===== src/rtl/uart_receiver_if.sv =====
// Host-side bundle of the UART receiver: serial line, configuration, FIFO read port and status.
// Latency: none; wires only.
// Backpressure: none; the host pops via read_enable, and overflow is reported by overrun_error.
interface uart_receiver_if;
  logic       data_in;
  logic [1:0] baudrate_select;
  logic [5:0] buffer_full_threshold;
  logic       read_enable;
  logic [7:0] data_out;
  logic       buffer_empty;
  logic       buffer_full;
  logic [6:0] buffer_count;
  logic       frame_error;
  logic       overrun_error;

  // Host / line driver side
  modport master (
    output data_in, baudrate_select, buffer_full_threshold, read_enable,
    input  data_out, buffer_empty, buffer_full, buffer_count, frame_error, overrun_error
  );

  // Receiver side
  modport slave (
    input  data_in, baudrate_select, buffer_full_threshold, read_enable,
    output data_out, buffer_empty, buffer_full, buffer_count, frame_error, overrun_error
  );
endinterface


===== src/rtl/uart_receiver.sv =====
// 8N1 UART receiver feeding a 64-entry first-word-fall-through byte FIFO.
// Latency: byte visible on data_out one cycle after the mid-stop-bit sample (~9.5 bit times + 4 cycles after the start edge).
// Backpressure: none on the line; a full FIFO drops the byte and pulses overrun_error unless popped the same cycle.
module uart_receiver #(
  parameter int DIVISOR_0    = 5208,
  parameter int DIVISOR_1    = 2604,
  parameter int DIVISOR_2    = 868,
  parameter int DIVISOR_3    = 434,
  parameter int BUFFER_DEPTH = 64
) (
  input logic           clock,
  input logic           reset,
  uart_receiver_if.slave bus
);

  localparam int AW   = $clog2(BUFFER_DEPTH);
  localparam int CNTW = AW + 1;
  localparam int CW   = 13;

  localparam logic [CW-1:0]   DIV0     = CW'(DIVISOR_0);
  localparam logic [CW-1:0]   DIV1     = CW'(DIVISOR_1);
  localparam logic [CW-1:0]   DIV2     = CW'(DIVISOR_2);
  localparam logic [CW-1:0]   DIV3     = CW'(DIVISOR_3);
  localparam logic [CNTW-1:0] FULL_CNT = CNTW'(BUFFER_DEPTH);

  typedef enum logic [1:0] {IDLE, START, DATA, STOP} state_t;

  state_t          state_q, state_d;
  logic            sync1_q, sync1_d;
  logic            sync2_q, sync2_d;
  logic            prev_q, prev_d;
  logic [CW-1:0]   cnt_q, cnt_d;
  logic [CW-1:0]   div_q, div_d;
  logic [2:0]      bit_idx_q, bit_idx_d;
  logic [7:0]      shift_q, shift_d;
  logic [AW-1:0]   wr_ptr_q, wr_ptr_d;
  logic [AW-1:0]   rd_ptr_q, rd_ptr_d;
  logic [CNTW-1:0] count_q, count_d;
  logic            frame_err_q, frame_err_d;
  logic            overrun_err_q, overrun_err_d;
  logic [7:0]      mem_q [BUFFER_DEPTH];

  logic            rx_s;
  logic            push;
  logic            pop;
  logic [CW-1:0]   half_m1;
  logic [CW-1:0]   full_m1;
  logic [CNTW-1:0] thr_eff;

  assign rx_s    = sync2_q;
  assign half_m1 = {1'b0, div_q[CW-1:1]} - CW'(1);
  assign full_m1 = div_q - CW'(1);

  // Next-state: synchronizer, frame FSM, FIFO pointers and error pulses
  always_comb begin
    sync1_d       = bus.data_in;
    sync2_d       = sync1_q;
    prev_d        = sync2_q;
    state_d       = state_q;
    cnt_d         = cnt_q;
    div_d         = div_q;
    bit_idx_d     = bit_idx_q;
    shift_d       = shift_q;
    frame_err_d   = 1'b0;
    overrun_err_d = 1'b0;
    push          = 1'b0;
    pop           = bus.read_enable && (count_q != '0);

    case (state_q)
      IDLE: begin
        // Only a fresh high-to-low transition starts a frame; a stuck-low line does not retrigger.
        if (prev_q && !rx_s) begin
          case (bus.baudrate_select)
            2'd0:    div_d = DIV0;
            2'd1:    div_d = DIV1;
            2'd2:    div_d = DIV2;
            default: div_d = DIV3;
          endcase
          cnt_d   = '0;
          state_d = START;
        end
      end
      START: begin
        if (cnt_q == half_m1) begin
          if (!rx_s) begin
            cnt_d     = '0;
            bit_idx_d = 3'd0;
            state_d   = DATA;
          end else begin
            state_d = IDLE;
          end
        end else begin
          cnt_d = cnt_q + CW'(1);
        end
      end
      DATA: begin
        if (cnt_q == full_m1) begin
          shift_d[bit_idx_q] = rx_s;
          cnt_d              = '0;
          bit_idx_d          = bit_idx_q + 3'd1;
          if (bit_idx_q == 3'd7) state_d = STOP;
        end else begin
          cnt_d = cnt_q + CW'(1);
        end
      end
      default: begin
        if (cnt_q == full_m1) begin
          cnt_d   = '0;
          state_d = IDLE;
          if (rx_s) begin
            // A same-cycle pop frees the slot, so a full FIFO can still accept.
            if ((count_q != FULL_CNT) || pop) push = 1'b1;
            else                              overrun_err_d = 1'b1;
          end else begin
            frame_err_d = 1'b1;
          end
        end else begin
          cnt_d = cnt_q + CW'(1);
        end
      end
    endcase

    wr_ptr_d = push ? wr_ptr_q + AW'(1) : wr_ptr_q;
    rd_ptr_d = pop  ? rd_ptr_q + AW'(1) : rd_ptr_q;
    case ({push, pop})
      2'b10:   count_d = count_q + CNTW'(1);
      2'b01:   count_d = count_q - CNTW'(1);
      default: count_d = count_q;
    endcase
  end

  // State registers with synchronous reset; line-side flops reset to idle-high
  always_ff @(posedge clock) begin
    if (reset) begin
      state_q       <= IDLE;
      sync1_q       <= 1'b1;
      sync2_q       <= 1'b1;
      prev_q        <= 1'b1;
      cnt_q         <= '0;
      div_q         <= DIV0;
      bit_idx_q     <= 3'd0;
      shift_q       <= 8'h00;
      wr_ptr_q      <= '0;
      rd_ptr_q      <= '0;
      count_q       <= '0;
      frame_err_q   <= 1'b0;
      overrun_err_q <= 1'b0;
    end else begin
      state_q       <= state_d;
      sync1_q       <= sync1_d;
      sync2_q       <= sync2_d;
      prev_q        <= prev_d;
      cnt_q         <= cnt_d;
      div_q         <= div_d;
      bit_idx_q     <= bit_idx_d;
      shift_q       <= shift_d;
      wr_ptr_q      <= wr_ptr_d;
      rd_ptr_q      <= rd_ptr_d;
      count_q       <= count_d;
      frame_err_q   <= frame_err_d;
      overrun_err_q <= overrun_err_d;
    end
  end

  // FIFO storage; contents are don't-care while count is zero, so no reset
  always_ff @(posedge clock) begin
    if (push) mem_q[wr_ptr_q] <= shift_q;
  end

  assign thr_eff           = (bus.buffer_full_threshold == '0) ? FULL_CNT
                                                                : {1'b0, bus.buffer_full_threshold};
  assign bus.data_out      = (count_q == '0) ? 8'h00 : mem_q[rd_ptr_q];
  assign bus.buffer_empty  = (count_q == '0);
  assign bus.buffer_full   = (count_q >= thr_eff);
  assign bus.buffer_count  = count_q;
  assign bus.frame_error   = frame_err_q;
  assign bus.overrun_error = overrun_err_q;

endmodule


===== src/flat_wrapper.sv =====
// flat-port wrapper written by rule: the top's interface ports become plain ports
module uart_receiver_flat 
#(
  parameter int DIVISOR_0    = 5208,
  parameter int DIVISOR_1    = 2604,
  parameter int DIVISOR_2    = 868,
  parameter int DIVISOR_3    = 434,
  parameter int BUFFER_DEPTH = 64
)
  (clock, reset, bus_data_in, bus_baudrate_select, bus_buffer_full_threshold, bus_read_enable, bus_data_out, bus_buffer_empty, bus_buffer_full, bus_buffer_count, bus_frame_error, bus_overrun_error);
  uart_receiver_if bus_i ();
  input logic clock;
  input logic reset;
  input wire logic [$bits(bus_i.data_in)-1:0] bus_data_in;
  input wire logic [$bits(bus_i.baudrate_select)-1:0] bus_baudrate_select;
  input wire logic [$bits(bus_i.buffer_full_threshold)-1:0] bus_buffer_full_threshold;
  input wire logic [$bits(bus_i.read_enable)-1:0] bus_read_enable;
  output wire logic [$bits(bus_i.data_out)-1:0] bus_data_out;
  output wire logic [$bits(bus_i.buffer_empty)-1:0] bus_buffer_empty;
  output wire logic [$bits(bus_i.buffer_full)-1:0] bus_buffer_full;
  output wire logic [$bits(bus_i.buffer_count)-1:0] bus_buffer_count;
  output wire logic [$bits(bus_i.frame_error)-1:0] bus_frame_error;
  output wire logic [$bits(bus_i.overrun_error)-1:0] bus_overrun_error;
  assign bus_i.data_in = bus_data_in;
  assign bus_i.baudrate_select = bus_baudrate_select;
  assign bus_i.buffer_full_threshold = bus_buffer_full_threshold;
  assign bus_i.read_enable = bus_read_enable;
  assign bus_data_out = bus_i.data_out;
  assign bus_buffer_empty = bus_i.buffer_empty;
  assign bus_buffer_full = bus_i.buffer_full;
  assign bus_buffer_count = bus_i.buffer_count;
  assign bus_frame_error = bus_i.frame_error;
  assign bus_overrun_error = bus_i.overrun_error;
  uart_receiver #(.DIVISOR_0(DIVISOR_0), .DIVISOR_1(DIVISOR_1), .DIVISOR_2(DIVISOR_2), .DIVISOR_3(DIVISOR_3), .BUFFER_DEPTH(BUFFER_DEPTH)) u_core (.clock(clock), .reset(reset), .bus(bus_i));
endmodule

===== config.mk =====
export PLATFORM = sky130hd
export DESIGN_NAME = uart_receiver_flat
export DESIGN_NICKNAME = d
export VERILOG_FILES = /design/src/rtl/uart_receiver_if.sv /design/src/rtl/uart_receiver.sv /design/src/flat_wrapper.sv
export SDC_FILE = /design/constraint.sdc
export NUM_CORES = 1
export LEC_CHECK = 0
export CAP_MARGIN = 10
export CORE_ASPECT_RATIO = 0.5
export CORE_MARGIN = 1
export CORE_UTILIZATION = 31
export CTS_CLUSTER_SIZE = 30
export DETAILED_ROUTE_END_ITERATION = 8
export SYNTH_ARGS = -nofsm -noshare
export SYNTH_HDL_FRONTEND = slang
export SYNTH_SLANG_ARGS = --single-unit

===== constraint.sdc =====
create_clock -name clock -period 4.94 [get_ports clock]
set_input_delay 0.741 -clock clock [delete_from_list [all_inputs] [get_ports clock]]
set_output_delay 0.741 -clock clock [all_outputs]
set_load 0.005 [all_outputs]

Word level (Yosys, flattened, before mapping). Memories as Yosys holds them, arrays and structs flattened. A register that Yosys moved wholly into a read port is not among the register bits. Index checks and enable logic that the tools add are counted.

Bitwise logic cells: 2. Reduce and logical (&&, ||, !) cells: 21. Mux-type cells: 33. Add/subtract/negate cells: 8. $lt $le $gt $ge: 3. Equal/unequal tests: 16.

Operators by type and width (count): 13-bit two-way mux (4); 13-bit case mux with 3 select lines (1); 13-bit equality test (2); 13-bit case mux with 2 select lines (1); 7-bit case mux with 2 select lines (1); 13-bit by 1-bit adder with 13-bit output, second input constant (1); 12-bit by 1-bit subtractor with 13-bit output, second input constant (1); 13-bit by 1-bit subtractor with 13-bit output, second input constant (1); 6-bit by 1-bit adder with 6-bit output, second input constant (2); 2-bit two-way mux (6); 6-bit two-way mux (2); 1-bit two-way mux (9); 3-bit two-way mux (3); 8-bit bitwise mux (1); 8-bit two-way mux (1); 2-bit by 1-bit inequality test with 1-bit output, second input constant (4); 7-bit by 1-bit adder with 7-bit output, second input constant (1); 7-bit greater-or-equal comparator (1); 7-bit zero test (1); 7-bit two-way mux (1); 7-bit inequality test, second input constant (1); 7-bit nonzero test (1); 7-bit by 1-bit subtractor with 7-bit output, second input constant (1); 2-bit by 1-bit equality test with 1-bit output, second input constant (3); 24 further kinds (33).

Memory bits (writable): 512. Word-level logic and storage cells: 97. Memories: 1. Output and inout port bits: 19. Flip-flop bits (word level): 63. Bits of input ports: 12.

Memory list: u_core.mem_q (depth 64, bits a word 8, read ports 1, clocked after Yosys merged registers in 1, write ports 1, line uart_receiver.sv:41) `logic [7:0] mem_q [BUFFER_DEPTH];`.

Logic depth before layout (Yosys ltp). Gate-level depths: netlist (run 1).

Word-level depth: 9. Depth in mapped cells: 22. Depth with buffers taken out: 18.

Worst setup path before layout (run 1). Ideal clock, no wire load.

Path kind: reg-to-reg. From: register u_core.div_q[7]. To: register u_core.count_q[6] (netlist: u_core.bus.buffer_count[6]). Path buffers: 4. Setup slack: -0.040 ns. Cell stages (with the launch flop): 23. Data arrival time: 4.848 ns. Cell sequence: dfxtp_1 -> clkbuf_1 -> buf_1 -> inv_1 -> ha_1 -> buf_2 -> or4b_1 -> nor2_1 -> nor2_1 -> or4_4 -> nor4_4 -> inv_1 -> ha_1 -> clkbuf_1 -> xor2_1 -> ha_1 -> a21oi_1 -> o21ai_0 -> a221oi_1 -> o21ai_0 -> a222oi_1 -> or3_1 -> a21oi_1.

Word-level cells in the longest chain between the ends: 6.

RTL lines: start, declared (line uart_receiver.sv:33) `logic [CW-1:0] div_q, div_d;`; start signal, assigned (line uart_receiver.sv:154) `div_q <= div_d;`; 13-bit by 1-bit subtractor with 13-bit output * (line uart_receiver.sv:52) `assign full_m1 = div_q - CW'(1);`; 13-bit equality test * (line uart_receiver.sv:107) `if (cnt_q == full_m1) begin`; 1-bit two-way mux * (line uart_receiver.sv:107); 1-bit two-way mux * (line uart_receiver.sv:69) `case (state_q)`; 2-bit by 1-bit equality test with 1-bit output or 2-bit equality test (tied branches) (line uart_receiver.sv:125) `case ({push, pop})`; 7-bit case mux with 2 select lines or 2-bit nonzero test (tied branches); end signal, assigned (line uart_receiver.sv:159) `count_q <= count_d;`; end, declared (line uart_receiver.sv:38) `logic [CNTW-1:0] count_q, count_d;`.

Every way passes the cells marked *; elsewhere a longest branch is shown, timed or not. A chain may end at the register's enable or synchronous reset.

==> results.sh, run 1 <==
export IMPL_outcome="completed"
export IMPL_synth_flop_cell="edfxtp_1"
export IMPL_fin_util=0.365
export IMPL_via_count=12200
export IMPL_cts_buffers=55
export IMPL_first_iter_violations=1094
export IMPL_grt_pass1_wl_um=79900
export IMPL_path_common_cell="mux4_2"
export IMPL_grt_max_degree=65
export IMPL_grt_antenna_before_repair=0
export IMPL_ant_nets=0
export IMPL_drcViolationCount=0
export IMPL_die_y_um=198
export IMPL_clock_latency_ns=0.63
export IMPL_async_flop_share=0
export IMPL_track_usage=0.136
export IMPL_avgSynthCellArea_um2=18.1
export IMPL_ys_seq_area_frac=0.697
export IMPL_dr_pass1_iters=5
export IMPL_worst_pin_slew_ns=0.956
export IMPL_ios=31
export IMPL_synth_area_um2=23900
export IMPL_cts_clk_slew_worst_paths_ns=0.06
export IMPL_cts_tree="done"
export IMPL_synth_top_area_frac=0.643
export IMPL_clockRootBuffer="clkbuf_16"
export IMPL_cp_end_kind="output port"
export IMPL_fp_dieArea_um2=78300
export IMPL_met1_length_um=23100
export IMPL_synth_top_family_by_area="multiplexers"
export IMPL_stdcell_count=2471
export IMPL_synth_mux_area_frac=0.164
export IMPL_ys_ff_latch=577
export IMPL_nets=1441
export IMPL_slowest_stage="dfxtp_4"
export IMPL_ctsHoldBuffers=0
export IMPL_setup_ws_ns=0.379
export IMPL_grt_setup_unrepaired="false"
export IMPL_crit_type="register to output port"
export IMPL_hold_ws_ns=0.427
export IMPL_crit_arrival_ns=3.82
export IMPL_cts_sinks=577
export IMPL_synth_common_cells="edfxtp_1 (512), mux4_2 (169), nor2_1 (118), dfxtp_1 (65), clkbuf_1 (58)"
export IMPL_postSynthCellCount=1318
export IMPL_globalRouteOverflowTotal=0
export IMPL_initial_utilization=0.316
export IMPL_yosys_warnings=0
export IMPL_maxSlewViolCount=0
export IMPL_tns_ns=0
export IMPL_synthMostInstantiatedCell="edfxtp_1"
export IMPL_required_ns=4.20
export IMPL_dp_cells=2366
export IMPL_drive_above_1_share=0.253
export IMPL_leakage_nw=8.62
export IMPL_synthTopCellsByArea="edfxtp_1 (64%), mux4_2 (16%), dfxtp_1 (5.4%), nor2_1 (1.9%), ha_1 (1.4%)"
export IMPL_wire_per_inst_um=21.3
export IMPL_cellPowerDensity_nw_per_um2=350
export IMPL_hold_viol=0
export IMPL_synth_nets=1357
export IMPL_wl_met3_um=3220
export IMPL_hold_class="register to register"
export IMPL_dp_hpwl_um=32800
export IMPL_finalCritPeriodShare=0.923
export IMPL_antenna_diode_count=0
export IMPL_dieWidth_um=395
export IMPL_max_freq_ghz=0.219
export IMPL_grt_pass1_vias=12200
export IMPL_io_buffers=30
export IMPL_clk_path_buf_depth=3
export IMPL_r2r_slack_ns=0.46
export IMPL_max_slew_margin=0.363
export IMPL_top_layer="met4"
export IMPL_critPathMaxFanout=29
export IMPL_core_um2=75800
export IMPL_finClkSkew_ns=0.0383
export IMPL_irDropWorstVdd_mv=0.247
export IMPL_synth_xor_area_share=0.0195
export IMPL_h_tree_depth=2
export IMPL_wl_um=52700
export IMPL_synth_compound_area_frac=0.0226
export IMPL_viasPerCell=4.93
export IMPL_dp_slack_ns=0.283
export IMPL_yosys_area_share_simple=0.0651
export IMPL_cpPeakStageDelay_ns=0.67
export IMPL_gp_congestion=0.782
export IMPL_setup_viol=0
export IMPL_synth_fa_ha_area_frac=0.0141
export IMPL_rows=71
export IMPL_syn2layout_area_growth_pct=15.8
export IMPL_path_cells="buf_4 -> mux4_2 -> mux4_2 -> mux4_2 -> nor2b_1 -> clkdlybuf4s50_1"
export IMPL_met2_length_um=25500
export IMPL_ys_types=67
export IMPL_synth_top_cell_by_area="edfxtp_1"
export IMPL_fin_crit_ns=4.56
export IMPL_synth_edf_count=512
export IMPL_critPathLaunchType="register"
export IMPL_maxCapViolations=0
-- critical path, delay by kind of cell, from the launching register on --
family                 cells  cell delay [ns]
buffers and inverters      2             0.86
DFF                        1             0.67
muxes                      3             1.50
and+or+nand+nor            1             0.15
-- path summary, 6_finish.rpt --
| check | startpoint | endpoint | cells past startpoint |
|---|---|---|---|
| max reg2reg | u_core.div_q[7] | u_core.bus.buffer_count[6] | 18 |
| min reg2reg | u_core.sync1_q | u_core.prev_d | 1 |
| max | register | bus_data_out[1] | 6 |
| min | u_core.sync1_q | u_core.prev_d | 1 |
-- per-stage QoR --
stage / instance area, um^2 / total power [mW]
4_1_cts: 27700 / 9.78
3_5_place_dp: 25800 / 5.55
3_3_place_gp: 25800 / 5.55
2_1_floorplan: 23900 / 5.50
6_report: 27700 / 9.68
5_1_grt: 27700 / 9.97
-- area by class of cell --
cell class                 instances  area [um^2]
clock buffer                      70         1430
multi-input combinational        635         6850
timing repair buffer             114          976
inverter                          19         71.3
sequential                       577        16700
clock inverter                    34          389
fill                            6973        48100
tap                             1022         1280
-- timing repair --
item | 4_1_cts | 5_1_grt
endpoints found under the setup margin | 0 | 2
buffers inserted | 0 | 1
resized for setup | 0 | 5
endpoints found under the hold margin | 0 | 0
-- layer usage --
metal | vias to the layer above | global-route usage
met5 | - | 0
met4 | 0 | 0.0330
met3 | 58 | 0.0262
met2 | 322 | 0.223
met1 | 6360 | 0.186
li1 | 5453 | -
-- flip-flops by register name (all words and copies together), names as in the netlist, 2 cells and up, named ones only --
register and flops:
u_core.mem_q 512, u_core.cnt_q 13, u_core.div_q 9, u_core.shift_q 8
u_core.bus.buffer_count 7, u_core.rd_ptr_q 6, u_core.wr_ptr_q 6, u_core.bit_idx_q 3
u_core.state_q 2
-- placed cells by master (no fill, tap or decap), drive strengths merged, types with 22 or more instances in the layout --
cell	netlist	final
edfxtp	512	512
mux4	169	169
nor2	118	118
buf	28	85
clkbuf	59	70
dfxtp	65	65
nand2	30	30
clkdlybuf4s50	0	29
xnor2	27	27
ha	27	27
a21oi	22	22
clkinv	1	22
-- cell families after synthesis --
group	Yosys count
buffers and inverters	106
and+or+nand+nor	295
xor gates and xnor gates	50
adders and majority gates	27
DFF	577
AOI/OAI and AO/OA	82
muxes	181
-- power breakdown --
group	internal, mW	switching, mW
combinational	0.0762	0.107
clock	2.39	1.85
sequential	5.24	0.0246
total	7.71	1.98
(Power assumes the default switching activity.)
==> run 2, diff against run 1 <==
- HOLD_SLACK_MARGIN: not set -> 0.02
==> results of run 2 <==
The final DEF is identical to that of run 1; final timing and power are the same.
